**config.mk**
```make
export PLATFORM = sky130hd
export DESIGN_NAME = mac_share_ctrl
export DESIGN_NICKNAME = d
export VERILOG_FILES = /design/src/rtl/mac_share_ctrl.sv
export SDC_FILE = /design/constraint.sdc
export NUM_CORES = 1
export LEC_CHECK = 0
export BUFFER_PORTS_ARGS = -buffer_cell sky130_fd_sc_hd__buf_2
export CAP_MARGIN = 20
export CORE_MARGIN = 3
export CORE_UTILIZATION = 46
export CTS_CLUSTER_DIAMETER = 120
export DETAILED_ROUTE_END_ITERATION = 7
export PLACE_DENSITY = 0.86
export RECOVER_POWER = 25
export SLEW_MARGIN = 20
export SYNTH_ARGS = -nofsm -noshare
export SYNTH_HDL_FRONTEND = slang
export SYNTH_SLANG_ARGS = --single-unit
```
**constraint.sdc**
```tcl
create_clock -name clk -period 4.3 [get_ports clk]
set_clock_uncertainty 0.05 [all_clocks]
set_input_delay 0.43 -clock clk [delete_from_list [all_inputs] [get_ports clk]]
set_output_delay 0.43 -clock clk [all_outputs]
set_load 0.1 [all_outputs]
```
**src/rtl/mac_share_ctrl.sv**
```systemverilog
// Round-robin controller that time-shares one external multiply-accumulate unit
// between two requesters, each streaming a dot product of len element pairs.
module mac_share_ctrl #(
    parameter int W     = 10,
    parameter int ACC_W = 20,
    parameter int LEN_W = 4
) (
    input  logic             clk,
    input  logic             reset,
    input  logic [1:0]       req,
    input  logic [LEN_W-1:0] len0,
    input  logic [LEN_W-1:0] len1,
    input  logic [W-1:0]     x0,
    input  logic [W-1:0]     y0,
    input  logic             valid0,
    output logic             ready0,
    input  logic [W-1:0]     x1,
    input  logic [W-1:0]     y1,
    input  logic             valid1,
    output logic             ready1,
    output logic [1:0]       grant,
    output logic [1:0]       done,
    output logic [ACC_W-1:0] result,
    output logic [W-1:0]     mac_x,
    output logic [W-1:0]     mac_y,
    output logic             mac_enable,
    output logic             mac_clear,
    input  logic [ACC_W-1:0] mac_sum
);

    typedef enum logic [2:0] {
        ST_IDLE  = 3'd0,
        ST_CLEAR = 3'd1,
        ST_ACCUM = 3'd2,
        ST_DRAIN = 3'd3,
        ST_DONE  = 3'd4
    } state_t;

    localparam logic [LEN_W-1:0] LEN_ONE = {{(LEN_W-1){1'b0}}, 1'b1};

    state_t             state_r;
    logic               owner_r;
    logic               prio_r;
    logic [LEN_W-1:0]   len_r;
    logic [LEN_W-1:0]   count_r;
    logic [1:0]         grant_r;
    logic [1:0]         done_r;
    logic               ready0_r;
    logic               ready1_r;
    logic               clear_r;
    logic [ACC_W-1:0]   result_r;
    logic               pick_s;
    logic [LEN_W-1:0]   pick_len_s;
    logic               accept_s;

    function automatic logic [1:0] onehot2(input logic idx);
        onehot2 = idx ? 2'b10 : 2'b01;
    endfunction

    // Arbitration: a lone request wins, a tie goes to the round-robin favourite.
    always_comb begin
        pick_s = prio_r;
        case (req)
            2'b01:   pick_s = 1'b0;
            2'b10:   pick_s = 1'b1;
            default: pick_s = prio_r;
        endcase
        pick_len_s = pick_s ? len1 : len0;
    end

    // ready is only ever high for the owner in ACCUM, so enable doubles as accept.
    assign accept_s   = (ready0_r & valid0) | (ready1_r & valid1);
    assign mac_enable = accept_s;
    assign mac_clear  = clear_r | reset;
    assign mac_x      = owner_r ? x1 : x0;
    assign mac_y      = owner_r ? y1 : y0;
    assign grant      = grant_r;
    assign done       = done_r;
    assign ready0     = ready0_r;
    assign ready1     = ready1_r;
    assign result     = result_r;

    // Transaction sequencer with registered handshake and status outputs.
    always_ff @(posedge clk) begin
        if (reset) begin
            state_r  <= ST_IDLE;
            owner_r  <= 1'b0;
            prio_r   <= 1'b0;
            len_r    <= '0;
            count_r  <= '0;
            grant_r  <= 2'b00;
            done_r   <= 2'b00;
            ready0_r <= 1'b0;
            ready1_r <= 1'b0;
            clear_r  <= 1'b0;
            result_r <= '0;
        end else begin
            case (state_r)
                ST_IDLE: begin
                    done_r <= 2'b00;
                    if (req != 2'b00) begin
                        owner_r <= pick_s;
                        len_r   <= pick_len_s;
                        count_r <= '0;
                        grant_r <= onehot2(pick_s);
                        clear_r <= 1'b1;
                        state_r <= ST_CLEAR;
                    end
                end
                ST_CLEAR: begin
                    clear_r <= 1'b0;
                    if (len_r != '0) begin
                        ready0_r <= ~owner_r;
                        ready1_r <= owner_r;
                        state_r  <= ST_ACCUM;
                    end else begin
                        state_r  <= ST_DRAIN;
                    end
                end
                ST_ACCUM: begin
                    if (accept_s) begin
                        count_r <= count_r + LEN_ONE;
                        if (count_r == len_r - LEN_ONE) begin
                            ready0_r <= 1'b0;
                            ready1_r <= 1'b0;
                            state_r  <= ST_DRAIN;
                        end
                    end
                end
                ST_DRAIN: begin
                    // MAC register already includes the final beat here.
                    result_r <= mac_sum;
                    done_r   <= onehot2(owner_r);
                    state_r  <= ST_DONE;
                end
                ST_DONE: begin
                    done_r  <= 2'b00;
                    prio_r  <= ~owner_r;
                    grant_r <= 2'b00;
                    state_r <= ST_IDLE;
                end
                default: begin
                    grant_r  <= 2'b00;
                    done_r   <= 2'b00;
                    ready0_r <= 1'b0;
                    ready1_r <= 1'b0;
                    clear_r  <= 1'b0;
                    state_r  <= ST_IDLE;
                end
            endcase
        end
    end

endmodule
```
== After elaboration in Yosys (flattened, before gate mapping) ==
Index checks and enable logic that the tools add are counted.

* Bits in latches: 0
* Register bits after elaboration: 40
* Output and inout bits: 48
* Bits in read-only memories: 0
* Memories kept: 0
* Bits of input ports: 74
* Logic and storage cells: 71
* RAM bits: 0

* Shift-type cells: 0
* Add/subtract/negate cells: 2
* Equality and inequality tests: 11
* Reductions and logical operators: 14
* Multiplexer cells: 25
* Bitwise operators: 8
* Multiply operators: 0
* $lt $le $gt $ge: 0
* Div/mod/pow operators: 0

{| class="wikitable"
|+ Operators by type and width
! operator !! count
|-
| 10-bit 2-to-1 mux || 2
|-
| 4-bit 2-to-1 mux || 3
|-
| 3-bit case mux with 4 select lines || 1
|-
| 3-bit 2-to-1 mux || 3
|-
| 3-bit OR reduction || 3
|-
| 2-bit != test (second input constant) || 4
|-
| 2-bit case mux with 2 select lines || 2
|-
| 4-bit case mux with 2 select lines || 1
|-
| 3-bit by 2-bit equality test with 1-bit output (second input constant) || 2
|-
| 1-bit 2-to-1 mux || 6
|-
| 2-bit 2-to-1 mux || 3
|-
| 1-bit case mux with 3 select lines || 2
|-
| 2-bit AND reduction || 3
|-
| 3-bit AND reduction || 2
|-
| 4-bit by 1-bit adder with 4-bit output (second input constant) || 1
|-
| 4-bit equality test || 1
|-
| 1-bit inverter || 4
|-
| 1-bit case mux with 2 select lines || 2
|-
| 4-bit AND reduction || 1
|-
| 2-bit nonzero test || 2
|-
| 4-bit nonzero test || 1
|-
| 4-bit by 1-bit subtractor with 4-bit output (second input constant) || 1
|-
| 3-bit by 1-bit equality test with 1-bit output (second input constant) || 1
|-
| 3-bit equality test (second input constant) || 1
|-
| 6 further kinds || 8
|}

== Longest topological paths before layout ==
Gate-level depths: netlist of the first run.

* Word-level depth: 5
* Gate-level depth with buffers: 7
* Mapped depth without buffers: 7

== Worst setup path before layout of the first run ==
Ideal clock, no wire load.

* Kind: flip-flop to output port
* Start point: register ready0_r (netlist: ready0)
* End point: output mac_enable
* Cell stages (with the launch flop): 3
* Arrival: 1,897 ps
* Required time: 3,820 ps
* Setup slack: 1,923 ps
* Path buffers: 0
* Cell sequence: dfxtp_1 a22oi_2 inv_1

* Word-level cells in the longest chain between the ends: 2

{| class="wikitable"
|+ RTL lines
! item !! RTL line !! text
|-
| from (decl) || 48 || <nowiki>logic ready0_r;</nowiki>
|-
| from (signal assigned) || 113 || <nowiki>ready0_r <= ~owner_r;</nowiki>
|-
| 1-bit bitwise AND || 72 || <nowiki>assign accept_s = (ready0_r & valid0) | (ready1_r & valid1);</nowiki>
|-
| 1-bit bitwise OR || 72 ||
|-
| to (decl) || 26 || <nowiki>output logic mac_enable,</nowiki>
|}

Every way passes these cells.

== Worst setup path after layout of the first run ==
* Start point: register owner_r
* End point: output mac_x[2]

* Word-level cells in the longest chain between the ends: 1

{| class="wikitable"
|+ RTL lines
! item !! RTL line !! text
|-
| from (decl) || 42 || <nowiki>logic owner_r;</nowiki>
|-
| from (signal assigned) || 102 || <nowiki>owner_r <= pick_s;</nowiki>
|-
| 10-bit 2-to-1 mux || 75 || <nowiki>assign mac_x = owner_r ? x1 : x0;</nowiki>
|-
| to (decl) || 24 || <nowiki>output logic [W-1:0] mac_x,</nowiki>
|}

Every way passes these cells.

==> run metrics, run 1 <==
status finished clean; worst IR drop on VDD 0.0003749 V; CP max stage cell dfxtp_1; Initial Utilization 50.20%; CTS Hold Bufs 0; largest net degree at the start of global routing 40; P_sw 0.0006037 W; IO Port Bufs between 100 and 150; clock sinks 40; CTS tree built; die width between 70 and 80 um; Synth Area in Simple Gates 18.18%; FP Rows 22; commonest non-fill, non-tap cells in the layout buf_2, nand2_1, dfxtp_1; # diodes 0; Net Sw Frac 47.50%; mean post-synth cell area ~9 um^2; Place WS between 2000 and 2500 ps; commonest non-fill, non-tap cell in the layout buf_2; leakage power 1.162 nW; 1st-pass router iterations 4; GR Util All Layers 19.10%; core area 0.003826 mm^2; number of CTS-inserted buffers 5; Hold Vio Cnt, Final 0; Worst Path Required 3820 ps; Layout Nets 410; maximum capacitance violations 0; pwr/cell area a little under 500 mW/mm^2; layout cell share with drive strength beyond 1 41.44%; cells along the critical path mux2_2 > buf_2; xor and xnor area share after synthesis under 10%; final slew viol count 0; antenna-violating nets left 0; setup_tns 0 ps; # setup viols final 0; vias per std cell 4.927; Die Area around 0.0050 mm^2; Worst Setup End Kind output pin; Setup crit start kind register; GPL Wtd Cong approximately 0.8; Routed WL per cell ~13 um; post-route minimum period 2408 ps; first-pass GRT wire length 7.817 mm; Final period util 56.00%; GR Overflow Total 0; worst min path class input port to register; vias in the first global route 1,801; setup ws final 1892 ps; fmax 0.4152 GHz; Compound-Gate Fraction of Synth Area 14.14%; yosys warns 0; Worst path max stage delay around 920 ps; post-synth cell types 34; CTS root buffer clkbuf_8; CTS HTree Levels 2; combinational share of power 45.6%; insertion delay to the later sink of the worst-skew pair 280 ps; DR iter-0 viols between 40 and 50; sequential cell fraction of total power between 30% and 40%; CP Class register to output pin; Seq cells post-synth 40; CTS max path bufs 2; register area share after synthesis 41.69%; Post-CTS Resized 0; initial antenna violation count 0; Post-Route WL 4.776 mm; max_slew headroom about a fifth; Critical Path AT 1930 ps; largest family of logic cells by synthesized area simple AND/OR/NAND/NOR gates; DRC 0; Pint between 0.0006 and 0.0007 W; Synth Area in Adders between 2 and 3%; Post-Synthesis Cells ~220; Clock transition at path regs 80 ps; post-CTS setup buffer count 0; I/O Pins 122; Worst-Margin Slew between 1000 and 1500 ps; RSZ-0062 raised after global routing false; syn nets 296; HPWL after DPL roughly 3.7 mm; die span in y roughly 71 um; crit path max fanout 25; mux cell area share after synthesis 15.05%; synthesized cell area 0.001921 mm^2; Vias 1,877; Clk pwr share 19.6%; Synth-to-Final Area Change 34.85%
## routing by layer
metal | track usage [%] | wire length [um] | vias up
met3 | 5.398 | 441 | 4
met5 | 0 | 0 | -
met1 | 22.63 | 1894 | 818
li1 | - | - | 976
met4 | 5.428 | 46 | 0
met2 | 33.78 | 2393 | 79
## worst max-delay path: cells and delay by family (launching register included)
family | cells | cell delay (ps)
buffers and inverters | 1 | 420
DFF | 1 | 920
muxes | 1 | 300
## power groups by stage
stage	registers, W	logic [W]	clock network (W)
2_1_floorplan	0.000530	0.000414	0
3_3_place_gp	0.000450	0.000581	0
3_5_place_dp	0.000451	0.000586	0
4_1_cts	0.000443	0.000588	0.000254
5_1_grt	0.000449	0.000612	0.000269
6_report	0.000442	0.000579	0.000249
## cell usage after synthesis
| master | instances | area (um^2) |
|---|---|---|
| buf_2 | 6 | 30.03 |
| nor2_1 | 12 | 45.04 |
| xor2_1 | 4 | 35.03 |
| nor2b_1 | 1 | 6.260 |
| xnor2_1 | 4 | 35.03 |
| mux2i_2 | 1 | 13.76 |
| or2_2 | 1 | 6.260 |
| or4_1 | 2 | 15.01 |
| nor3_2 | 2 | 20.02 |
| nand2_1 | 43 | 161.4 |
| a31oi_2 | 1 | 12.51 |
| clkbuf_1 | 8 | 30.03 |
| a211oi_1 | 5 | 37.54 |
| inv_1 | 8 | 30.03 |
| a21oi_1 | 27 | 135.1 |
| nor2_4 | 1 | 11.26 |
| nor3_1 | 5 | 25.02 |
| and2_1 | 1 | 6.260 |
| o21ai_0 | 5 | 25.02 |
| a22oi_2 | 1 | 12.51 |
| nand4_1 | 1 | 6.260 |
| a2111oi_0 | 1 | 8.760 |
| nor3b_1 | 1 | 7.510 |
| a311oi_1 | 1 | 8.760 |
| a22o_1 | 2 | 17.52 |
| mux2_2 | 20 | 225.2 |
| nor4_1 | 1 | 6.260 |
| mux2i_1 | 5 | 50.05 |
| a31oi_1 | 1 | 6.260 |
| dfxtp_1 | 40 | 800.8 |
| a22oi_1 | 1 | 7.510 |
| or3b_4 | 1 | 11.26 |
| ha_1 | 4 | 50.05 |
| nor4_4 | 1 | 21.27 |
## cell families (layout without fill, tap and decap cells)
family / count (synthesis) / in the layout
AND/OR/NAND/NOR: 73 / 73
AO/OA/AOI/OAI: 45 / 45
flip-flops: 40 / 40
multiplexers: 26 / 26
buffers and inverters: 22 / 137
XOR/XNOR: 8 / 8
adder cells (fa/ha/maj): 4 / 4
## state kept, by name, summed over array words and instances (netlist names), 2 cells and up
signal   count
count_r      4
done         2
grant        2
len_r        4
result      20
state_r      3
## through the flow
stage	hold WS (ps)	util (%)	cells	cell area, um^2	power (W)
final	321.8	67.69	381	2590	0.001271
after global routing	325.9	67.69	381	2590	0.001331
after detailed placement	395.1	66.02	373	2526	0.001037
after global placement	389.0	66.02	373	2526	0.001031
after floorplan	398.6	-	218	1921	0.0009447
after CTS	319.0	68.44	381	2619	0.001285
## final timing paths
path | to | cells after the start | slack [ps] | startpoint
worst min register to register | result[11] | 2 | 400 | result[11]
worst min-delay path | result[5] | 3 | 320 | mac_sum[5]
worst max register to register | ready0 | 7 | 2330 | len_r[0]
worst max-delay path | mac_x[2] | 2 | 1890 | owner_r
## layout make-up
type,count,area [um^2]
clock buffer,6,82.58
clock inverter,2,10.01
fill,338,1236
inverter,8,30.03
multi-input combinational,156,1023
sequential,40,800.8
tap,48,60.06
timing repair buffer,121,583.1
Power figures use the tool's default switching activity.
==> inputs of run 2 (changes only) <==
Settings changed: CORE_UTILIZATION 46 to 38, PLACE_DENSITY 0.86 to 0.76.
Clock period 4.3 ns to 2.1 ns, I/O delays scaled along.
==> run 2 against run 1 <==
  * Largest power group unchanged
  * Via count up 2.2%
  * Non-clock buffer count is 5 higher
  * Cell area is 14% higher
  * Wire length is 4.3% higher
  * Register-to-register slack got worse by 2200 ps
  * Global-route usage fell by 2.3 points
  * Clock-buffer cell count unchanged
  * Sequential power is 100% higher
  * Power is 130% higher
  * Die area up 19%
  * Cell count up 6.3%
==> run metrics, run 2 (synthesis gave the netlist of run 1 again) <==
status finished clean; Worst path max stage delay 490 ps; number of CTS-inserted buffers 5; Crit Reg-Reg Startpoint len_r[0]; Hold Vio Cnt, Final 0; antenna-violating nets left 0; initial antenna violation count 0; RSZ-0062 raised after global routing false; Critical Path AT 2100 ps; 1st-pass router iterations 4; worst r2r path cells 7; Vias 1,919; first-pass GRT wire length 8.155 mm; vias per std cell 4.738; setup_tns 0 ps; Hold EP result[2]; Largest register FFs 20; Worst Setup End Kind register; Layout Nets just over 400; crit path max fanout 5; leakage power 1.281 nW; worst hold start mac_sum[2]; pwr/cell area about 970 mW/mm^2; cells along the critical path inv_1 > ha_1 > xnor2_1 > nor3_2 > a31oi_2 > or4_1 > a21oi_1; CTS root buffer clkbuf_8; # placed instances 397; DR iter-0 viols 48; I/O Pins 122; Setup crit start kind register; worst min path class input port to register; Worst-Margin Slew about 1200 ps; Min Hold Slack 94.95 ps; Post-Route WL 4.983 mm; Clock transition at path regs ~80 ps; WHS Path Cells 3; Synth-to-Final Area Change 54.20%; GPL Wtd Cong 0.7974; largest net degree at the start of global routing 23; R2R Path End ready1; HPWL after DPL 4.052 mm; GR Overflow Total 0; IO Port Bufs between 100 and 150; layout cell share with drive strength beyond 1 43.20%; Routed WL per cell roughly 12 um; maximum capacitance violations 0; Worst Path Required around 2300 ps; FILL cells 440; fmax 0.5192 GHz; Die Area about 0.0059 mm^2; Storage cell area 804.5 um^2; r2r setup slk 170 ps; Final period util 91.72%; clock sinks 40; CTS HTree Levels 2; # setup viols final 0; CTS max path bufs 2; Initial Utilization 39.87%; max_slew headroom 20.70%; die width 77.09 um; area occupied by multi-input gates 0.001030 mm^2; vias in the first global route 1,861; insertion delay to the later sink of the worst-skew pair approximately 290 ps; core area between 0.004 and 0.005 mm^2; CTS tree built; GR Util All Layers between 10% and 20%; crit path buf inv count 1; FP Rows 25; commonest non-fill, non-tap cell in the layout buf_2; die span in y 77.09 um; top cell family by delay on the critical path simple AND/OR/NAND/NOR gates; final slew viol count 0; worst IR drop on VDD 0.0007459 V; CP max stage cell or4_1; DRC 0; final cell count without fillers 405; commonest non-fill, non-tap cells in the layout buf_2, nand2_1, dfxtp_1; # diodes 0; CP Class register to register; post-route minimum period a little under 2000 ps
[run 2: repair_timing]
item | in CTS | in global routing
endpoints found under the setup margin | 0 | 2
gates resized for setup | 0 | 1
buffers inserted | 0 | 0
hold buffers | 0 | 0
[run 2: per-stage QoR]
step	util (%)	power [W]	cell area [um^2]	setup WS (ps)
after CTS	62.03	0.002901	2988	120.3
final	61.48	0.002860	2962	174.0
after global routing	61.48	0.003005	2962	5.585
after detailed placement	60.00	0.002365	2890	118.5
after global placement	60.00	0.002343	2890	227.3
after floorplan	-	0.001935	1923	160.3
[run 2: how the worst max path moves through the flow]
stage                     slack, ps     end      from  cells past startpoint
after global routing              6  ready1  len_r[1]                      7
after CTS                       120  ready1  len_r[0]                      7
after detailed placement        120  ready1  len_r[0]                      7
final                           170  ready1  len_r[0]                      7
after global placement          230  ready0  len_r[0]                      7
after floorplan                 160  ready0    ready0                      5
[run 2: power breakdown]
| group | leakage (nW) | switching (W) | internal, W |
|---|---|---|---|
| clock | 0.0434 | 0.000265 | 0.000266 |
| combinational | 0.911 | 0.000971 | 0.000476 |
| sequential | 0.327 | 0.0000590 | 0.000823 |
| total | 1.28 | 0.00130 | 0.00156 |
[run 2: cell type report]
| type | count | area share [%] |
|---|---|---|
| inverters | 8 | 1.014 |
| clock buffers | 6 | 2.788 |
| clock inverters | 2 | 0.5070 |
| flip-flops and latches | 40 | 27.17 |
| well taps | 67 | 2.831 |
| repair buffers | 126 | 30.93 |
| multi-input cells | 156 | 34.77 |
[run 2: worst register-to-register path: stages (launching register included)]
cell and delay, ps:
dfxtp_2 360, inv_1 50, ha_1 300, xnor2_1 140, nor3_2 170, a31oi_2 130, or4_1 490, a21oi_1 160
[run 2: layer usage]
metal	track usage, %	part of all wire, %	up-vias
li1	-	-	984
met1	19.02	41	861
met2	29.62	50	69
met3	5.751	7.6	5
met4	4.982	1.1	0
met5	0	0	-
